## config.mk

```make
export PLATFORM = sky130hd
export DESIGN_NAME = fetch_unit
export DESIGN_NICKNAME = d
export VERILOG_FILES = /design/src/rtl/fetch_pkg.sv /design/src/rtl/fetch_resp_buf.sv /design/src/rtl/fetch_unit.sv
export SDC_FILE = /design/constraint.sdc
export NUM_CORES = 1
export LEC_CHECK = 0
export BUFFER_PORTS_ARGS = -buffer_cell sky130_fd_sc_hd__buf_2
export CORE_UTILIZATION = 55
export CTS_BUF_LIST = sky130_fd_sc_hd__clkbuf_8
export DETAILED_ROUTE_END_ITERATION = 16
export PLACE_DENSITY = 0.8
export RECOVER_POWER = 50
export SYNTH_ARGS = -nofsm -noshare
export SYNTH_HDL_FRONTEND = slang
export SYNTH_SLANG_ARGS = --single-unit
export TNS_END_PERCENT = 30
```

## constraint.sdc

```tcl
create_clock -name clk -period 11.6 [get_ports clk]
set_input_delay 2.32 -clock clk [delete_from_list [all_inputs] [get_ports clk]]
set_output_delay 2.32 -clock clk [all_outputs]
set_load 0.1 [all_outputs]
```

## src/rtl/fetch_pkg.sv

```systemverilog
// fetch_pkg: shared types and helpers for the instruction fetch unit.
//   OPC_JAL       - RV32 JAL major opcode
//   j_imm()       - sign-extended J-type immediate
//   fetch_entry_t - {instruction, pc} pair buffered ahead of the IFQ
package fetch_pkg;

  localparam logic [6:0] OPC_JAL = 7'b1101111;

  typedef struct packed {
    logic [31:0] instr;
    logic [31:0] pc;
  } fetch_entry_t;

  // J-type immediate: imm[20|10:1|11|19:12] scattered over instr[31:12]
  function automatic logic [31:0] j_imm(input logic [31:0] instr);
    return {{12{instr[31]}}, instr[19:12], instr[20], instr[30:21], 1'b0};
  endfunction

endpackage

```

## src/rtl/fetch_resp_buf.sv

```systemverilog
// fetch_resp_buf: DEPTH-entry FIFO of fetch_entry_t, first-word fall-through.
//   clk, rst           - clock, asynchronous active-high reset
//   push, push_entry   - write port
//   pop                - remove head (caller guarantees non-empty)
//   clear              - drop all entries; wins over push/pop
//   empty, count, head - status and head entry
module fetch_resp_buf
  import fetch_pkg::*;
#(
  parameter int unsigned  DEPTH = 4,
  localparam int unsigned CNT_W = $clog2(DEPTH + 1),
  localparam int unsigned PTR_W = (DEPTH > 1) ? $clog2(DEPTH) : 1
) (
  input  logic               clk,
  input  logic               rst,
  input  logic               push,
  input  fetch_entry_t       push_entry,
  input  logic               pop,
  input  logic               clear,
  output logic               empty,
  output logic [CNT_W-1:0]   count,
  output fetch_entry_t       head
);

  fetch_entry_t     mem_q [DEPTH];
  fetch_entry_t     mem_d [DEPTH];
  logic [PTR_W-1:0] wr_ptr_q, wr_ptr_d;
  logic [PTR_W-1:0] rd_ptr_q, rd_ptr_d;
  logic [CNT_W-1:0] count_q, count_d;

  function automatic logic [PTR_W-1:0] ptr_inc(input logic [PTR_W-1:0] p);
    return (p == PTR_W'(DEPTH - 1)) ? '0 : p + PTR_W'(1);
  endfunction

  // Pointer/count update
  always_comb begin
    mem_d    = mem_q;
    wr_ptr_d = wr_ptr_q;
    rd_ptr_d = rd_ptr_q;
    count_d  = count_q;
    if (clear) begin
      wr_ptr_d = '0;
      rd_ptr_d = '0;
      count_d  = '0;
    end else begin
      if (push) begin
        mem_d[wr_ptr_q] = push_entry;
        wr_ptr_d        = ptr_inc(wr_ptr_q);
      end
      if (pop) begin
        rd_ptr_d = ptr_inc(rd_ptr_q);
      end
      count_d = count_q + CNT_W'(push) - CNT_W'(pop);
    end
  end

  always_ff @(posedge clk or posedge rst) begin
    if (rst) begin
      for (int i = 0; i < int'(DEPTH); i++) mem_q[i] <= '0;
      wr_ptr_q <= '0;
      rd_ptr_q <= '0;
      count_q  <= '0;
    end else begin
      mem_q    <= mem_d;
      wr_ptr_q <= wr_ptr_d;
      rd_ptr_q <= rd_ptr_d;
      count_q  <= count_d;
    end
  end

  assign empty = (count_q == '0);
  assign count = count_q;
  assign head  = mem_q[rd_ptr_q];

endmodule

```

## src/rtl/fetch_unit.sv

```systemverilog
// fetch_unit: sequential-PC instruction fetch feeding the IFQ write port.
//   clk, rst                         - clock, asynchronous active-high reset
//   fetch_en                         - allow new memory requests
//   redirect_valid, redirect_pc      - restart fetch at redirect_pc (also IFQ flush)
//   imem_req_valid/ready/addr        - word request to instruction memory
//   imem_resp_valid/data             - in-order responses, latency >= 1
//   ifq_wr_en/instruction/pc, ifq_full - IFQ push port
// Optional: `define FETCH_JAL_PREDICT_EN to redirect on pushed JAL instructions.
module fetch_unit
  import fetch_pkg::*;
#(
  parameter logic [31:0] RESET_PC        = 32'h0000_0000,
  parameter int unsigned MAX_OUTSTANDING = 4
) (
  input  logic        clk,
  input  logic        rst,
  input  logic        fetch_en,
  input  logic        redirect_valid,
  input  logic [31:0] redirect_pc,
  output logic        imem_req_valid,
  input  logic        imem_req_ready,
  output logic [31:0] imem_req_addr,
  input  logic        imem_resp_valid,
  input  logic [31:0] imem_resp_data,
  output logic        ifq_wr_en,
  output logic [31:0] ifq_instruction,
  output logic [31:0] ifq_pc,
  input  logic        ifq_full
);

  localparam int unsigned CNT_W = $clog2(MAX_OUTSTANDING + 1);

  logic [31:0]      pc_q, pc_d;
  logic [31:0]      resp_pc_q, resp_pc_d;
  logic [CNT_W-1:0] out_q, out_d;
  logic [CNT_W-1:0] drop_q, drop_d;

  logic             buf_empty;
  logic [CNT_W-1:0] buf_count;
  fetch_entry_t     buf_head;
  fetch_entry_t     buf_push_entry;

  logic             credit;
  logic             req_hs;
  logic             jal_hit;
  logic [31:0]      jal_target;
  logic             flush;
  logic [31:0]      flush_pc;
  logic             resp_keep;

  // Request/push handshakes and redirect selection
  always_comb begin
    credit          = ({1'b0, out_q} + {1'b0, buf_count}) < (CNT_W + 1)'(MAX_OUTSTANDING);
    imem_req_valid  = fetch_en & credit & ~redirect_valid;
    imem_req_addr   = {pc_q[31:2], 2'b00};
    req_hs          = imem_req_valid & imem_req_ready;
    ifq_wr_en       = ~buf_empty & ~ifq_full & ~redirect_valid;
    ifq_instruction = buf_head.instr;
    ifq_pc          = buf_head.pc;
`ifdef FETCH_JAL_PREDICT_EN
    jal_hit         = ifq_wr_en & (buf_head.instr[6:0] == OPC_JAL);
    jal_target      = buf_head.pc + j_imm(buf_head.instr);
`else
    jal_hit         = 1'b0;
    jal_target      = '0;
`endif
    flush           = redirect_valid | jal_hit;
    flush_pc        = redirect_valid ? {redirect_pc[31:2], 2'b00} : {jal_target[31:2], 2'b00};
    // A response landing in a flush cycle is already stale
    resp_keep       = imem_resp_valid & (drop_q == '0) & ~flush;
    buf_push_entry  = '{instr: imem_resp_data, pc: resp_pc_q};
  end

  // Next-state for PCs and in-flight accounting
  always_comb begin
    pc_d      = pc_q;
    resp_pc_d = resp_pc_q;
    out_d     = out_q + CNT_W'(req_hs) - CNT_W'(imem_resp_valid);
    drop_d    = drop_q;
    if (flush) begin
      pc_d      = flush_pc;
      resp_pc_d = flush_pc;
      // drop is a subset of outstanding: everything still in flight is now stale
      drop_d    = out_d;
    end else begin
      if (req_hs) pc_d = pc_q + 32'd4;
      if (resp_keep) resp_pc_d = resp_pc_q + 32'd4;
      if (imem_resp_valid && (drop_q != '0)) drop_d = drop_q - CNT_W'(1);
    end
  end

  always_ff @(posedge clk or posedge rst) begin
    if (rst) begin
      pc_q      <= RESET_PC;
      resp_pc_q <= RESET_PC;
      out_q     <= '0;
      drop_q    <= '0;
    end else begin
      pc_q      <= pc_d;
      resp_pc_q <= resp_pc_d;
      out_q     <= out_d;
      drop_q    <= drop_d;
    end
  end

  fetch_resp_buf #(
    .DEPTH (MAX_OUTSTANDING)
  ) u_resp_buf (
    .clk        (clk),
    .rst        (rst),
    .push       (resp_keep),
    .push_entry (buf_push_entry),
    .pop        (ifq_wr_en),
    .clear      (flush),
    .empty      (buf_empty),
    .count      (buf_count),
    .head       (buf_head)
  );

endmodule
```

==> metrics.md <==
| Metric | Value |
|---|---|
| Worst-path fanout max | `141` |
| # rows | `60` |
| Vias in the first global route | `10.2k` |
| Critical Path RT | `10.48 ns` |
| CP Cell Sequence | `buf_2 -> clkinvlp_2` |
| Antenna violations before repair | `0` |
| #FFs+latches synth | `321` |
| Slowest CP cell | `clkinvlp_2` |
| Worst R2R Start | `drop_q[0]` |
| Distinct cell type count after synthesis | `64` |
| Worst Max-Slew Pin Slew | `6.03 ns` |
| Filler cell count | `2,043` |
| RSZ-0062 raised after global routing | `no` |
| Clk buf depth | `3` |
| Reg2Reg Setup Slack | `6.89 ns` |
| Initial DRC count | `671` |
| Layout Nets | `1,364` |
| Avg Vias per Cell | `5.94` |
| Dpl hpwl | `19,900 um` |
| R2r endpoint | `u_resp_buf.mem_q[170]` |
| Mean Syn Cell Area | `13.5 um2` |
| Worst hold path type | `flop to flop` |
| Remaining DRCs | `0` |
| Wirelength per Cell | `18.9 um` |
| Max Cap Viol | `5` |
| IO buf count | `162` |
| Final setup fails | `0` |
| Clock Latency Late Sink | `0.56 ns` |
| Clock slew at reported path FFs | `0.06 ns` |
| Post-DP Area | `16,200 um2` |
| Crit path time final | `6.98 ns` |
| Num ports | `169` |
| Final hold violations | `0` |
| Hold_sp | `u_resp_buf.mem_q[72]` |
| Post-synth ARST share | `100%` |
| CTS tree | `done` |
| Fin Setup TNS | `0 ns` |
| Global-route wire length before repair | `52,300 um` |
| H-Tree Depth | `2` |
| Post-synthesis sequential area ratio | `52.7%` |
| Status | `finished with violations` |
| Post-Syn Area | `15,200 um2` |
| Clock root buffer | `clkbuf_8` |
| Power per cell area | `269 nW/um2` |
| Relative slew slack | `-304%` |
| Internal | `2.41 mW` |
| Initial Util | `56.2%` |
| Placer Congestion | `0.861` |
| Worst vdd ir | `0.000202 V` |
| Setup repair bufs after CTS | `0` |
| Die height | `168 um` |
| Total gr overflow | `0` |
| Clock buffer count from CTS | `51` |
| Failing checks | `max-capacitance violations, max-slew violations` |
| Layout overhead on the synthesized area | `12.5%` |
| Final Max Slew Viols | `373` |
| Multi-input gate area | `6710 um2` |
| Reg power frac | `34.0%` |
| Total track usage | `23.0%` |
| DRT antenna net count | `0` |
| Final WL | `31,900 um` |
| CTS Hold Bufs | `0` |
| Synth Instances | `1,133` |
| Pleak | `8.08 nW` |
| Worst hold endpoint | `u_resp_buf.mem_q[72]` |
| Post-CTS sizing | `0` |
| Largest net degree at the start of global routing | `182` |
| Number of synthesized flops with an enable pin | `0` |
| Startpoint types | `primary input` |
| Main synth FF type | `dfrtp_1` |
| CP arrival | `5.86 ns` |
| Clock power share | `19.4%` |
| Combinational fraction of design power | `46.6%` |
| Clk_skew | `0.0259 ns` |
| CP delay by family, top | `buffers and inverters` |
| Most frequent cells in the layout | `319 x dfrtp_1, 250 x mux2_2, 152 x buf_2, 62 x mux4_2, 59 x clkbuf_8` |
| Final non-filler cell area | `17,100 um2` |
| Sw frac | `47.8%` |
| Sink Count | `321` |
| Sequential cell area | `8040 um2` |
| Layout cell share with drive strength beyond 1 | `41.7%` |
| Ys Warns | `0` |
| DR pass1 iterations | `5` |
| Max Fclk | `143 MHz` |
| Tcrit/Tclk final | `60.2%` |
| Setup CP Type | `primary input to asynchronous set/reset pin` |
| Die area | `28,400 um2` |
| N_diodes | `0` |
| Crit. End Element | `asynchronous set/reset pin` |
| Core box area | `27,100 um2` |
| WHS Path Cells | `1` |
| Cells on worst reg2reg path | `7` |
| Crit path largest cell delay | `3.37 ns` |
| Most common cell after layout, fill and taps aside | `dfrtp_1` |
| Vias | `9,992` |
| Switching power | `2.20 mW` |
| Die W | `168 um` |
| Buf/Inv on CP | `2` |
-- cell usage after synthesis, drive strengths merged, types with 9 or more instances --
library cell	number	area [um2]
mux2	250	2820
or4	18	139
inv	29	109
nand3	38	190
clkbuf	32	126
dfrtp	321	8030
and3	9	56.3
nand4	23	144
ha	15	188
buf	53	284
xor2	9	78.8
nand2	61	229
a31oi	15	93.8
and4	12	106
nor2	25	93.8
o311ai	12	105
or3	9	56.3
o21ai	24	120
a21oi	14	70.1
o211ai	14	105
o31ai	9	67.6
mux4	62	1400
-- worst reg2reg max path: cells and delay by family, from the launching register on --
family	cells	cell delay, ns
buf+inv	2	2.91
mux	1	0.65
simple gates	3	0.51
flops	1	0.32
fa+ha+maj	1	0.24
-- per-stage QoR --
stage	util, %	worst slack [ns]	hold slack (ns)	std cells	power, mW
3_5_place_dp	59.9	5.65	0.488	1595	3.75
3_3_place_gp	59.9	5.67	0.482	1595	3.70
4_1_cts	63.4	5.80	0.501	1683	4.65
6_report	63.3	4.62	0.500	1683	4.62
5_1_grt	63.3	3.29	0.506	1683	4.82
2_1_floorplan	-	0.395	0.472	1136	3.41
-- logic make-up after synthesis --
| logic type | after synthesis | synth area share [%] |
|---|---|---|
| fa+ha+maj | 17 | 1.49 |
| simple gates | 238 | 8.68 |
| xor+xnor | 17 | 0.977 |
| mux | 313 | 27.7 |
| other cells | 1 | 0.0246 |
| flops | 321 | 52.7 |
| buf+inv | 114 | 3.41 |
| compound gates | 112 | 5.01 |
-- how the worst max path moves through the flow --
| stage | start | to | slack, ns | cells after the start |
|---|---|---|---|---|
| detailed placement | redirect_valid | drop_q[2] | 5.65 | 12 |
| finish | rst | u_resp_buf.rd_ptr_q[0] | 4.62 | 2 |
| CTS | redirect_valid | imem_req_valid | 5.80 | 4 |
| global route | rst | u_resp_buf.rd_ptr_q[0] | 3.29 | 2 |
| floorplan | rst | drop_q[0] | 0.40 | 1 |
| global placement | redirect_valid | drop_q[2] | 5.67 | 12 |
-- registers in the layout, summed over array words and instances, names as in the netlist --
signal / count
drop_q: 3
out_q: 3
pc_q: 30
resp_pc_q: 30
u_resp_buf.count: 3
u_resp_buf.mem_q: 248
u_resp_buf.rd_ptr_q: 2
u_resp_buf.wr_ptr_q: 2
-- per-layer routing --
metal	vias to the layer above	track usage [%]	wire [um]
met5	-	0	0
met4	0	6.36	523
met3	51	3.44	1890
met2	346	38.0	15300
met1	5082	32.1	14200
li1	4513	-	-
-- power groups by stage --
stage | Clock (mW) | Combinational [mW] | Sequential (mW)
finish | 0.897 | 2.15 | 1.57
CTS | 0.922 | 2.16 | 1.57
global route | 0.970 | 2.24 | 1.61
detailed placement | 0 | 2.16 | 1.59
floorplan | 0 | 1.80 | 1.61
global placement | 0 | 2.13 | 1.57
-- cell type report --
cell class | instances | share of cell area, %
flip-flops and latches | 321 | 46.9
multi-input cells | 701 | 39.1
repair buffers | 172 | 5.08
clock buffers | 59 | 4.74
well taps | 372 | 2.71
clock inverters | 29 | 0.810
inverters | 29 | 0.642
Power figures use the tool's default switching activity.
